[src/rtl/mod_counter_pkg.sv]
// Shared constants, step-action encoding and the elaboration-time clog2 helper
// for the modulo counter and its prescaler.
package mod_counter_pkg;

  localparam logic DIR_UP   = 1'b1;
  localparam logic DIR_DOWN = 1'b0;

  localparam int MODE_WRAP = 0;
  localparam int MODE_SAT  = 1;

  typedef enum logic [1:0] {
    ACT_HOLD = 2'd0,
    ACT_STEP = 2'd1,
    ACT_LOAD = 2'd2
  } act_e;

  function automatic int clog2(input longint unsigned value);
    longint unsigned v;
    int r;
    r = 0;
    v = (value > 64'd0) ? value - 64'd1 : 64'd0;
    for (int i = 0; i < 64; i++) begin
      if (v != 64'd0) begin
        r = r + 1;
        v = v >> 1;
      end
    end
    return r;
  endfunction

endpackage

[src/rtl/mod_counter_prescaler.sv]
// Prescaler: counts enabled cycles in P and flags a counter step every DIV+1 of them.
// CLR (parallel load) restarts the prescale period just like RESET does.
module tick_prescaler
  import mod_counter_pkg::*;
#(
  parameter int PRESCALE_W = 8
) (
  input  logic                  CLK,
  input  logic                  RESET,
  input  logic                  CE,
  input  logic                  CLR,
  input  logic [PRESCALE_W-1:0] DIV,
  output logic                  TICK_NEXT
);

  logic [PRESCALE_W-1:0] p_q;
  logic [PRESCALE_W-1:0] p_d;
  logic                  step;

  // A >= compare lets a lowered DIV take effect at once instead of waiting for P to wrap.
  always_comb begin
    step = CE && (p_q >= DIV);
    p_d  = p_q;
    if (CLR) begin
      p_d = '0;
    end else if (step) begin
      p_d = '0;
    end else if (CE) begin
      p_d = p_q + PRESCALE_W'(1);
    end
  end

  always_ff @(posedge CLK) begin
    if (RESET) begin
      p_q <= '0;
    end else begin
      p_q <= p_d;
    end
  end

  assign TICK_NEXT = step;

endmodule

[src/rtl/mod_counter.sv]
// Parametrised up/down modulo counter with load, clock enable, prescaler,
// and wrap-or-saturate terminal behaviour.
module mod_counter
  import mod_counter_pkg::*;
#(
  parameter int              WIDTH      = 22,
  parameter longint unsigned MODULUS    = 64'd1 << WIDTH,
  parameter int              SATURATE   = 0,
  parameter int              PRESCALE_W = 8
) (
  input  logic                  CLK,
  input  logic                  RESET,
  input  logic                  CE,
  input  logic                  UP,
  input  logic                  LD,
  input  logic [WIDTH-1:0]      D,
  input  logic [PRESCALE_W-1:0] DIV,
  output logic [WIDTH-1:0]      O,
  output logic                  COUT,
  output logic                  TICK
);

  localparam longint unsigned FULL_RANGE   = 64'd1 << WIDTH;
  localparam bit              NATURAL_WRAP = (MODULUS == FULL_RANGE);
  localparam logic [WIDTH-1:0] TERM_HI     = WIDTH'(MODULUS - 64'd1);
  localparam bit              SAT_EN       = (SATURATE == MODE_SAT);

  if (WIDTH < 1 || WIDTH > 32) begin : g_bad_width
    $error("mod_counter: WIDTH must be within 1..32");
  end
  if (MODULUS < 64'd2 || clog2(MODULUS) > WIDTH) begin : g_bad_modulus
    $error("mod_counter: MODULUS must be within 2..2**WIDTH");
  end
  if (PRESCALE_W < 1 || PRESCALE_W > 16) begin : g_bad_prescale
    $error("mod_counter: PRESCALE_W must be within 1..16");
  end
  if (SATURATE != MODE_WRAP && SATURATE != MODE_SAT) begin : g_bad_mode
    $error("mod_counter: SATURATE must be 0 or 1");
  end

  logic [WIDTH-1:0] o_q;
  logic [WIDTH-1:0] o_d;
  logic             cout_q;
  logic             cout_d;
  logic             tick_q;
  logic             tick_d;
  logic             tick_next;
  logic [WIDTH:0]   inc_full;
  logic [WIDTH-1:0] dec_val;
  logic [WIDTH-1:0] load_val;
  logic             term_up;
  logic             term_down;
  act_e             act;

  tick_prescaler #(
    .PRESCALE_W(PRESCALE_W)
  ) u_prescaler (
    .CLK      (CLK),
    .RESET    (RESET),
    .CE       (CE),
    .CLR      (LD),
    .DIV      (DIV),
    .TICK_NEXT(tick_next)
  );

  // At full range the terminal-count compare collapses onto the adder carry-out.
  assign inc_full  = {1'b0, o_q} + {{WIDTH{1'b0}}, 1'b1};
  assign dec_val   = o_q - WIDTH'(1);
  assign term_up   = NATURAL_WRAP ? inc_full[WIDTH] : (o_q == TERM_HI);
  assign term_down = (o_q == '0);
  assign load_val  = (64'(D) >= MODULUS) ? TERM_HI : D;

  always_comb begin
    act = ACT_HOLD;
    if (LD) begin
      act = ACT_LOAD;
    end else if (tick_next) begin
      act = ACT_STEP;
    end
  end

  // With CE low TICK keeps its value; COUT is a pulse and always drops.
  always_comb begin
    o_d    = o_q;
    cout_d = 1'b0;
    tick_d = CE ? 1'b0 : tick_q;
    case (act)
      ACT_LOAD: begin
        o_d    = load_val;
        tick_d = 1'b0;
      end
      ACT_STEP: begin
        tick_d = 1'b1;
        case (UP)
          DIR_UP: begin
            if (term_up) begin
              cout_d = 1'b1;
              o_d    = SAT_EN ? o_q : '0;
            end else begin
              o_d = inc_full[WIDTH-1:0];
            end
          end
          DIR_DOWN: begin
            if (term_down) begin
              cout_d = 1'b1;
              o_d    = SAT_EN ? o_q : TERM_HI;
            end else begin
              o_d = dec_val;
            end
          end
          default: begin
            o_d = o_q;
          end
        endcase
      end
      default: begin
        o_d = o_q;
      end
    endcase
  end

  always_ff @(posedge CLK) begin
    if (RESET) begin
      o_q    <= '0;
      cout_q <= 1'b0;
      tick_q <= 1'b0;
    end else begin
      o_q    <= o_d;
      cout_q <= cout_d;
      tick_q <= tick_d;
    end
  end

  assign O    = o_q;
  assign COUT = cout_q;
  assign TICK = tick_q;

endmodule

[config.mk]
export PLATFORM = sky130hd
export DESIGN_NAME = mod_counter
export DESIGN_NICKNAME = d
export VERILOG_FILES = /design/src/rtl/mod_counter_pkg.sv /design/src/rtl/mod_counter_prescaler.sv /design/src/rtl/mod_counter.sv
export SDC_FILE = /design/constraint.sdc
export NUM_CORES = 1
export LEC_CHECK = 0
export CORE_ASPECT_RATIO = 0.6
export CORE_MARGIN = 2
export CORE_UTILIZATION = 47
export CTS_CLUSTER_DIAMETER = 200
export DETAILED_ROUTE_END_ITERATION = 6
export GPL_TIMING_DRIVEN = 0
export PLACE_DENSITY = 0.74
export SKIP_CTS_REPAIR_TIMING = 1
export SYNTH_ARGS = -nofsm -noshare
export SYNTH_HDL_FRONTEND = slang
export SYNTH_HIERARCHICAL = 1
export SYNTH_SLANG_ARGS = --single-unit
[constraint.sdc]
create_clock -name CLK -period 3.6 [get_ports CLK]
set_clock_uncertainty 0.05 [all_clocks]
set_input_delay 0.72 -clock CLK [delete_from_list [all_inputs] [get_ports CLK]]
set_output_delay 0.72 -clock CLK [all_outputs]
set_load 0.01 [all_outputs]
==> flow_summary_export.csv, run 1 <==
group,metric,value,unit
yosys,syn_nets,421,
finish,multi_input_area,1968,µm²
power_and_ir_drop,p_per_area,322.9,nW/µm²
finish,instances_no_fill,519,
yosys,yosysWarnings,6,
clock_tree,cts_buffers,5,
power_and_ir_drop,p_int,0.0007859,W
finish,regArea,640.6,µm²
drt,viasPerCell,6.484,
floorplanning,row_count,21,
timing,fin_crit_sh,0.9740,
job,drv_cap,0,
worst_setup_path,arrival,3700,ps
yosys,synthFlopType,"dfxtp_1",
worst_setup_path,critPathMaxFanout,11,
yosys,synthCells,375,
power_and_ir_drop,seqPwrFrac,0.343,
timing,fmax,0.2852,GHz
power_and_ir_drop,p_leak,1.271,nW
yosys,async_flop_share,0,
power_and_ir_drop,comb_power_share,0.322,
timing,setup_viol,0,
power_and_ir_drop,irDropWorstVdd,0.1842,mV
yosys,synth_top_cell_by_area,"dfxtp_1",
clock_tree,htreeDepth,2,
drt,wl_per_cell,19.33,µm
yosys,synth_edf_count,0,
power_and_ir_drop,switching_power,0.0003906,W
grt,grtUsageTotal,0.3069,
floorplanning,die_w,104.5,µm
placed_design,dp.cells,512,
floorplanning,dieArea,6721,µm²
yosys,synth_cell_types,65,
timing,slew-limit-headroom,0.2953,
finish,nets,484,
clock_tree,tritoncts,"done",
floorplanning,start_util,0.4997,
floorplanning,ios,59,
power_and_ir_drop,p_sw_frac,0.3320,
clock_tree,clock_latency,300,ps
placed_design,gp_congestion,1.000,
yosys,synthTopCellsByArea,"dfxtp_1 22%, ha_1 4.8%, xnor2_1 4.0%",
floorplanning,core_area,5702,µm²
worst_setup_path,path_class,"in -> reg",
drt,drtPass1Iterations,5,
drt,drc,0,
clock_tree,root_buffer,"clkbuf_8",
yosys,syn_area_per_cell,7.597,µm²
yosys,yosysSeqAreaShare,0.2249,
worst_hold_path,hold_path.class,"reg -> reg",
timing,whs,487.0,ps
power_and_ir_drop,clkPwrFrac,0.334,
finish,nFillCells,538,
timing,grt_setup_unrepaired,"false",
worst_setup_path,cp-end-kind,"flop",
placed_design,hpwl,7466,µm
timing,worst_pin_slew,1047,ps
finish,area_growth,27.89,%
floorplanning,fp.dieH,64.31,µm
finish,num_antenna_cells,0,
yosys,netlist.area_leader.share,0.2249,
yosys,syn-cell-area,2849,µm²
worst_setup_path,start_kind,"input pin",
finish,drive_gt1_frac,0.08884,
clock_tree,cts.sinks,32,
clock_tree,clockBufferDepth,2,
grt,grt_pass1_vias,3044,
drt,wl,10030,µm
clock_tree,clk_pin_slew_worst_paths,70,ps
drt,ant_nets,0,
status,status,"completed",
worst_setup_path,crit_required,3790,ps
yosys,synth_seq_cells,32,
drt,num_vias,3365,
grt,antenna_found_initial,0,
grt,grt_remaining_overflow,0,
timing,finalHoldViolCount,0,
grt,grt_pass1_wl,16110,µm
timing,drv_slew,0,
timing,fin_crit,3506,ps
grt,grt_max_degree,12,
drt,drt_iter0_drc,456,
placed_design,placement.io_buffers,57,
[cell type report]
| type | count | share of cell area |
|---|---|---|
| tap | 80 | 0.02747 |
| clock inverter | 1 | 0.008242 |
| buffer | 34 | 0.04258 |
| inverter | 22 | 0.02266 |
| multi-input combinational | 286 | 0.5402 |
| clock buffer | 7 | 0.02644 |
| timing repair buffer | 57 | 0.1566 |
| sequential | 32 | 0.1758 |
[state kept, by name, indices dropped and copies added (netlist names)]
name / flops
O: 22
u_prescaler/p_q: 8
COUT: 1
TICK: 1
[stage by stage]
step / TNS (ps) / power, W / util / cell area (µm²) / setup slack (ps)
2_1_floorplan: 0 / 0.0006315 / - / 2849 / 636.7
4_1_cts: 0 / 0.001170 / 0.6395 / 3646 / 37.45
3_3_place_gp: -768.3 / 0.0007703 / 0.6173 / 3520 / -224.3
5_1_grt: 0 / 0.001229 / 0.6390 / 3643 / 9.836
6_report: 0 / 0.001177 / 0.6390 / 3643 / 93.64
3_5_place_dp: -1381 / 0.0007758 / 0.6173 / 3520 / -271.7
[synthesized netlist by cell type, drive strengths merged, types with 2 or more instances]
master and instances:
dfxtp 32, clkbuf 25, inv 22, nand2 22, nor2 22, nor3 22, nor4 22, a21oi 19
o21ai 17, nand3 14, nand4 14, xnor2 13, xor2 12, ha 11, buf 10, or3 9
and3 8, a31oi 7, a211oi 6, o221ai 6, o31ai 5, or4 5, a221oi 4, and4 4
o211ai 4, o21a 3, o22ai 3, or2 3, and2 2, nand3b 2, o21bai 2, o31a 2
o41ai 2, or4b 2
[critical path: stages]
cell             delay (ps)
clkdlybuf4s50_1         450
inv_1                    40
ha_1                    290
and3_4                  200
o2111a_1                180
a22o_1                  150
buf_6                   170
nand2b_1                280
nor3_1                  780
inv_1                    90
o221ai_1                190
a2bb2o_1                150
[per-layer routing]
layer	vias to the layer above	part of all wire	global-route usage
li1	1539	-	-
met4	0	0.017	0.07939
met3	28	0.13	0.08776
met1	1567	0.48	0.4643
met5	-	0	0
met2	231	0.38	0.4150
[cells by family after synthesis]
| family | after synthesis | synth area share |
|---|---|---|
| simple gates | 155 | 0.3329 |
| compound gates | 94 | 0.2293 |
| buf+inv | 57 | 0.08432 |
| flops | 32 | 0.2249 |
| xor+xnor | 25 | 0.07686 |
| fa+ha+maj | 11 | 0.04831 |
| mux | 1 | 0.003514 |
[power groups by stage]
stage | Combinational (W) | Sequential [W] | Clock, W
after floorplan | 0.000219 | 0.000413 | 0
after detailed placement | 0.000366 | 0.000410 | 0
after global routing | 0.000409 | 0.000406 | 0.000414
after CTS | 0.000368 | 0.000402 | 0.000400
final | 0.000379 | 0.000404 | 0.000393
after global placement | 0.000361 | 0.000409 | 0
[worst paths after layout]
path,endpoint,cells past startpoint,from,slack [ps]
worst max-delay path,O[2],12,DIV[7],90
worst max register to register,O[2],11,u_prescaler/p_q[0],540
worst min-delay path,TICK,2,TICK,490
worst min register to register,TICK,2,TICK,490
[layout by cell type (no fill, tap or decap), drive strengths merged, types with 3 or more instances in the layout]
master,instances
o22ai,3
o21ai,17
nand3,14
clkdlybuf4s50,57
nor2,22
o21a,3
dfxtp,32
nand2,22
clkbuf,32
and4,4
o221ai,6
or4,5
xor2,12
o211ai,4
nor4,22
or3,9
nor3,22
xnor2,13
inv,22
o31ai,5
a221oi,4
buf,9
a21oi,19
or2,3
nand4,14
and3,8
a211oi,6
ha,11
a31oi,7
No activity file was read; power rests on OpenSTA's default activity.
==> inputs of run 2 (changes only) <==
Settings changed: CORE_UTILIZATION 47 to 52, PLACE_DENSITY 0.74 to 0.81.
==> flow_summary_export.csv, run 2 (same netlist as run 1, synthesis figures left out) <==
group,metric,value,unit
status,status,"completed",
clock_tree,clk_pin_slew_worst_paths,80,ps
drt,ant_nets,0,
timing,setup_viol,0,
worst_setup_path,cpPeakStageDelay,450,ps
worst_setup_path,worst_path_most_repeated_cell,"inv_1",
grt,antenna_found_initial,0,
placed_design,preCtsSetupSlack,-227.2,ps
floorplanning,core_area,5180,µm²
drt,drt_iter0_drc,383,
power_and_ir_drop,p_per_area,304.1,nW/µm²
clock_tree,htreeDepth,2,
finish,layout_commonest_cell,"clkdlybuf4s50_1",
power_and_ir_drop,irDropWorstVdd,0.2222,mV
finish,nFillCells,462,
timing,fin_crit_sh,0.9758,
finish,regArea,640.6,µm²
drt,wl,10210,µm
finish,instances_no_fill,505,
placed_design,gp_congestion,0.9661,
drt,viasPerCell,6.675,
timing,fmax,0.2847,GHz
worst_setup_path,crit_family,"buffers and inverters",
floorplanning,row_count,20,
clock_tree,clockBufferDepth,2,
clock_tree,tritoncts,"done",
placed_design,placement.io_buffers,57,
worst_setup_path,slowest_stage,"clkdlybuf4s50_1",
clock_tree,cts_buffers,5,
drt,wl_per_cell,20.22,µm
clock_tree,clock_latency,300,ps
finish,multi_input_area,1968,µm²
worst_setup_path,cp_num_buf_inv,5,
grt,grt_remaining_overflow,0,
clock_tree,cts.sinks,32,
grt,grt_pass1_vias,2871,
timing,whs,475.9,ps
placed_design,hpwl,7654,µm
finish,drive_gt1_frac,0.08884,
job,drv_cap,0,
worst_setup_path,critPathMaxFanout,11,
finish,num_antenna_cells,0,
drt,drtPass1Iterations,5,
power_and_ir_drop,p_leak,1.247,nW
finish,largest_register_ffs,22,
worst_setup_path,crit_required,3740,ps
worst_hold_path,hold_path.class,"reg -> reg",
worst_setup_path,crit_chain,"clkdlybuf4s50_1, inv_1, ha_1, and3_4, a221o_1, a22o_1, buf_6, inv_1, clkbuf_1, nor2_1, a41oi_1, nor3_1, a211o_1",
timing,worst_pin_slew,1122,ps
clock_tree,root_buffer,"clkbuf_8",
finish,layout_common_cells,"57 x clkdlybuf4s50_1, 32 x dfxtp_1, 24 x clkbuf_1",
floorplanning,fp.dieH,61.34,µm
grt,grt_max_degree,13,
worst_setup_path,arrival,3650,ps
drt,num_vias,3371,
grt,grt_pass1_wl,15750,µm
timing,fin_crit,3513,ps
timing,slew-limit-headroom,0.2454,
worst_setup_path,start_kind,"input pin",
timing,finalSetupTns,0,ps
worst_setup_path,path_class,"in -> reg",
timing,setup_ws,87.25,ps
placed_design,dp.cells,498,
worst_setup_path,cp-end-kind,"flop",
finish,area_growth,26.09,%
drt,drc,0,
timing,drv_slew,0,
finish,nets,484,
timing,grt_setup_unrepaired,"false",
floorplanning,dieArea,6107,µm²
floorplanning,die_w,99.56,µm
floorplanning,start_util,0.5500,
grt,grtUsageTotal,0.3399,
floorplanning,ios,59,
timing,finalHoldViolCount,0,
run 2: cell types whose count changed in the layout (fill, tap and decap cells not counted):
| cell | before | now |
|---|---|---|
| clkinvlp_4 | 0 | 2 |
| clkbuf_8 | 7 | 5 |
| bufinv_16 | 1 | 0 |
| clkinv_4 | 0 | 1 |
run 2: tightest hold or removal path, delay by kind of cell, from the launching register on:
kind | cells | cell delay [ps]
flip-flops | 1 | 320
AND/OR/NAND/NOR | 1 | 50
AO/OA/AOI/OAI | 1 | 120
run 2: per-stage QoR:
step | total power [W] | cell area, µm² | utilization
2_1_floorplan | 0.0006315 | 2849 | -
3_3_place_gp | 0.0007727 | 3502 | 0.6761
3_5_place_dp | 0.0007784 | 3502 | 0.6761
4_1_cts | 0.001076 | 3595 | 0.6940
5_1_grt | 0.001131 | 3592 | 0.6935
6_report | 0.001092 | 3592 | 0.6935
run 2: area by class of cell:
type,instances,area share
multi-input combinational,286,0.5479
sequential,32,0.1783
timing repair buffer,57,0.1588
buffer,34,0.04319
inverter,22,0.02299
tap,66,0.02299
clock buffer,5,0.01916
clock inverter,3,0.006618
run 2: where the power goes:
group	leakage, nW	internal, W	total [W]	switching, W
combinational	0.944	0.000166	0.000383	0.000217
sequential	0.263	0.000376	0.000401	0.0000253
clock	0.0404	0.000137	0.000308	0.000171
run 2: final timing paths:
check / cells after the start / endpoint / slack, ps / start
max reg2reg: 8 / O[9] / 550 / O[0]
min: 2 / TICK / 480 / TICK
min reg2reg: 2 / TICK / 480 / TICK
max: 13 / O[14] / 90 / DIV[5]
run 2: routing by layer:
metal | up-vias | routed length [µm] | GRT usage | share of wire
li1 | 1539 | - | - | -
met1 | 1524 | 4712 | 0.5134 | 0.46
met2 | 280 | 3814 | 0.4894 | 0.37
met3 | 28 | 1462 | 0.06924 | 0.14
met4 | 0 | 223 | 0.09589 | 0.022
met5 | - | 0 | 0 | 0
==> inputs of run 3 (changes only) <==
Settings changed: ABC_CLOCK_PERIOD_IN_PS set to 3600, MAX_ROUTING_LAYER set to met4.
==> flow_summary_export.csv, run 3 (same netlist as run 1, synthesis figures left out) <==
group,metric,value,unit
drt,viasPerCell,6.665,
timing,fin_crit,3560,ps
status,status,"completed",
clock_tree,cts_buffers,5,
worst_setup_path,reg2reg_from,"u_prescaler/p_q[0]",
drt,wl_per_cell,19.95,µm
grt,grtUsageTotal,0.3443,
finish,layout_common_cells,"57 x clkdlybuf4s50_1, 32 x dfxtp_1, 23 x clkbuf_1",
floorplanning,core_area,5180,µm²
grt,grt_remaining_overflow,0,
clock_tree,clock_latency,300,ps
clock_tree,cts.sinks,32,
timing,slew-limit-headroom,0.3033,
floorplanning,dieArea,6107,µm²
timing,whs,487.5,ps
finish,drive_gt1_frac,0.09297,
floorplanning,start_util,0.5500,
worst_setup_path,critPathMaxFanout,11,
drt,num_vias,3379,
drt,drt_iter0_drc,374,
worst_hold_path,hold_path.class,"reg -> reg",
power_and_ir_drop,power,0.001081,W
clock_tree,tritoncts,"done",
worst_setup_path,reg2reg_slack,450,ps
grt,grt_pass1_vias,2901,
floorplanning,fp.dieH,61.34,µm
finish,nets,486,
timing,grt_setup_unrepaired,"false",
finish,area_growth,26.61,%
worst_setup_path,rr_endpoint,"O[2]",
floorplanning,die_w,99.56,µm
drt,wl,10110,µm
grt,grt_pass1_wl,15400,µm
job,drv_cap,0,
worst_setup_path,path_class,"in -> reg",
worst_setup_path,start_kind,"input pin",
timing,finalHoldViolCount,0,
drt,ant_nets,0,
worst_setup_path,cp-startpoint,"DIV[5]",
power_and_ir_drop,p_leak,1.256,nW
power_and_ir_drop,p_per_area,299.6,nW/µm²
drt,drtPass1Iterations,5,
grt,antenna_found_initial,0,
placed_design,hpwl,7436,µm
finish,largest_register_ffs,22,
clock_tree,htreeDepth,2,
timing,fmax,0.2809,GHz
clock_tree,root_buffer,"clkbuf_8",
finish,num_antenna_cells,0,
placed_design,gp_congestion,0.9967,
worst_setup_path,crit_required,3800,ps
clock_tree,clockBufferDepth,2,
finish,layout_commonest_cell,"clkdlybuf4s50_1",
worst_setup_path,r2r.worst_path.cells,12,
timing,fin_crit_sh,0.9888,
timing,setup_viol,0,
worst_setup_path,cp-endpoint,"O[2]",
placed_design,placement.io_buffers,57,
clock_tree,clk_pin_slew_worst_paths,80,ps
timing,worst_pin_slew,1035,ps
floorplanning,row_count,20,
drt,drc,0,
floorplanning,ios,59,
timing,drv_slew,0,
worst_setup_path,cp-end-kind,"flop",
worst_setup_path,arrival,3760,ps
power_and_ir_drop,irDropWorstVdd,0.2411,mV
grt,grt_max_degree,13,
finish,nFillCells,465,
[run 3: cell types whose count changed in the layout (fill, tap and decap cells not counted)]
cell	delta
clkbuf_1	-1
buf_1	+1
buf_4	+2
[run 3: cell type report]
cell class,count,area [µm²],area share
multi-input combinational,286,1968,0.5456
sequential,32,640.6,0.1776
timing repair buffer,59,585.6,0.1623
buffer,34,155.1,0.04301
inverter,22,82.58,0.02289
tap,66,82.58,0.02289
clock buffer,5,68.82,0.01908
clock inverter,3,23.77,0.006590
[run 3: layer usage]
metal | vias up | track usage | routed length, µm
met2 | 248 | 0.5019 | 3984
met1 | 1565 | 0.5017 | 4616
met3 | 21 | 0.06470 | 1363
met5 | - | - | 0
met4 | 0 | 0.05871 | 148
li1 | 1545 | - | -
[run 3: worst min path at each step]
stage	start	endpoint	slack, ps	depth (start not counted)
2_1_floorplan	TICK	TICK	480	2
4_1_cts	TICK	TICK	490	2
3_5_place_dp	TICK	TICK	480	2
6_report	TICK	TICK	490	2
5_1_grt	TICK	TICK	510	2
3_3_place_gp	TICK	TICK	450	2
[run 3: worst max-delay path, stage by stage]
cell,delay (ps)
clkdlybuf4s50_1,450
inv_1,50
ha_1,280
and3_4,190
o2111a_1,180
a22o_1,150
buf_6,180
nand2b_1,70
buf_1,220
nor3_1,820
inv_1,100
o221ai_1,180
a2bb2o_1,150
[run 3: report_power, final]
group          switching (W)  internal [W]
clock               0.000162      0.000137
sequential         0.0000252      0.000376
combinational       0.000215      0.000166
total               0.000402      0.000678
[run 3: through the flow]
step           area (µm²)    util  worst slack (ps)  setup TNS (ps)  std cells
4_1_cts              3595  0.6940             61.57               0        506
3_5_place_dp         3502  0.6761            -243.7          -929.7        498
2_1_floorplan        2849       -             636.7               0        375
5_1_grt              3607  0.6964             2.602               0        507
3_3_place_gp         3502  0.6761            -200.4          -708.4        498
6_report             3607  0.6964             40.50               0        507
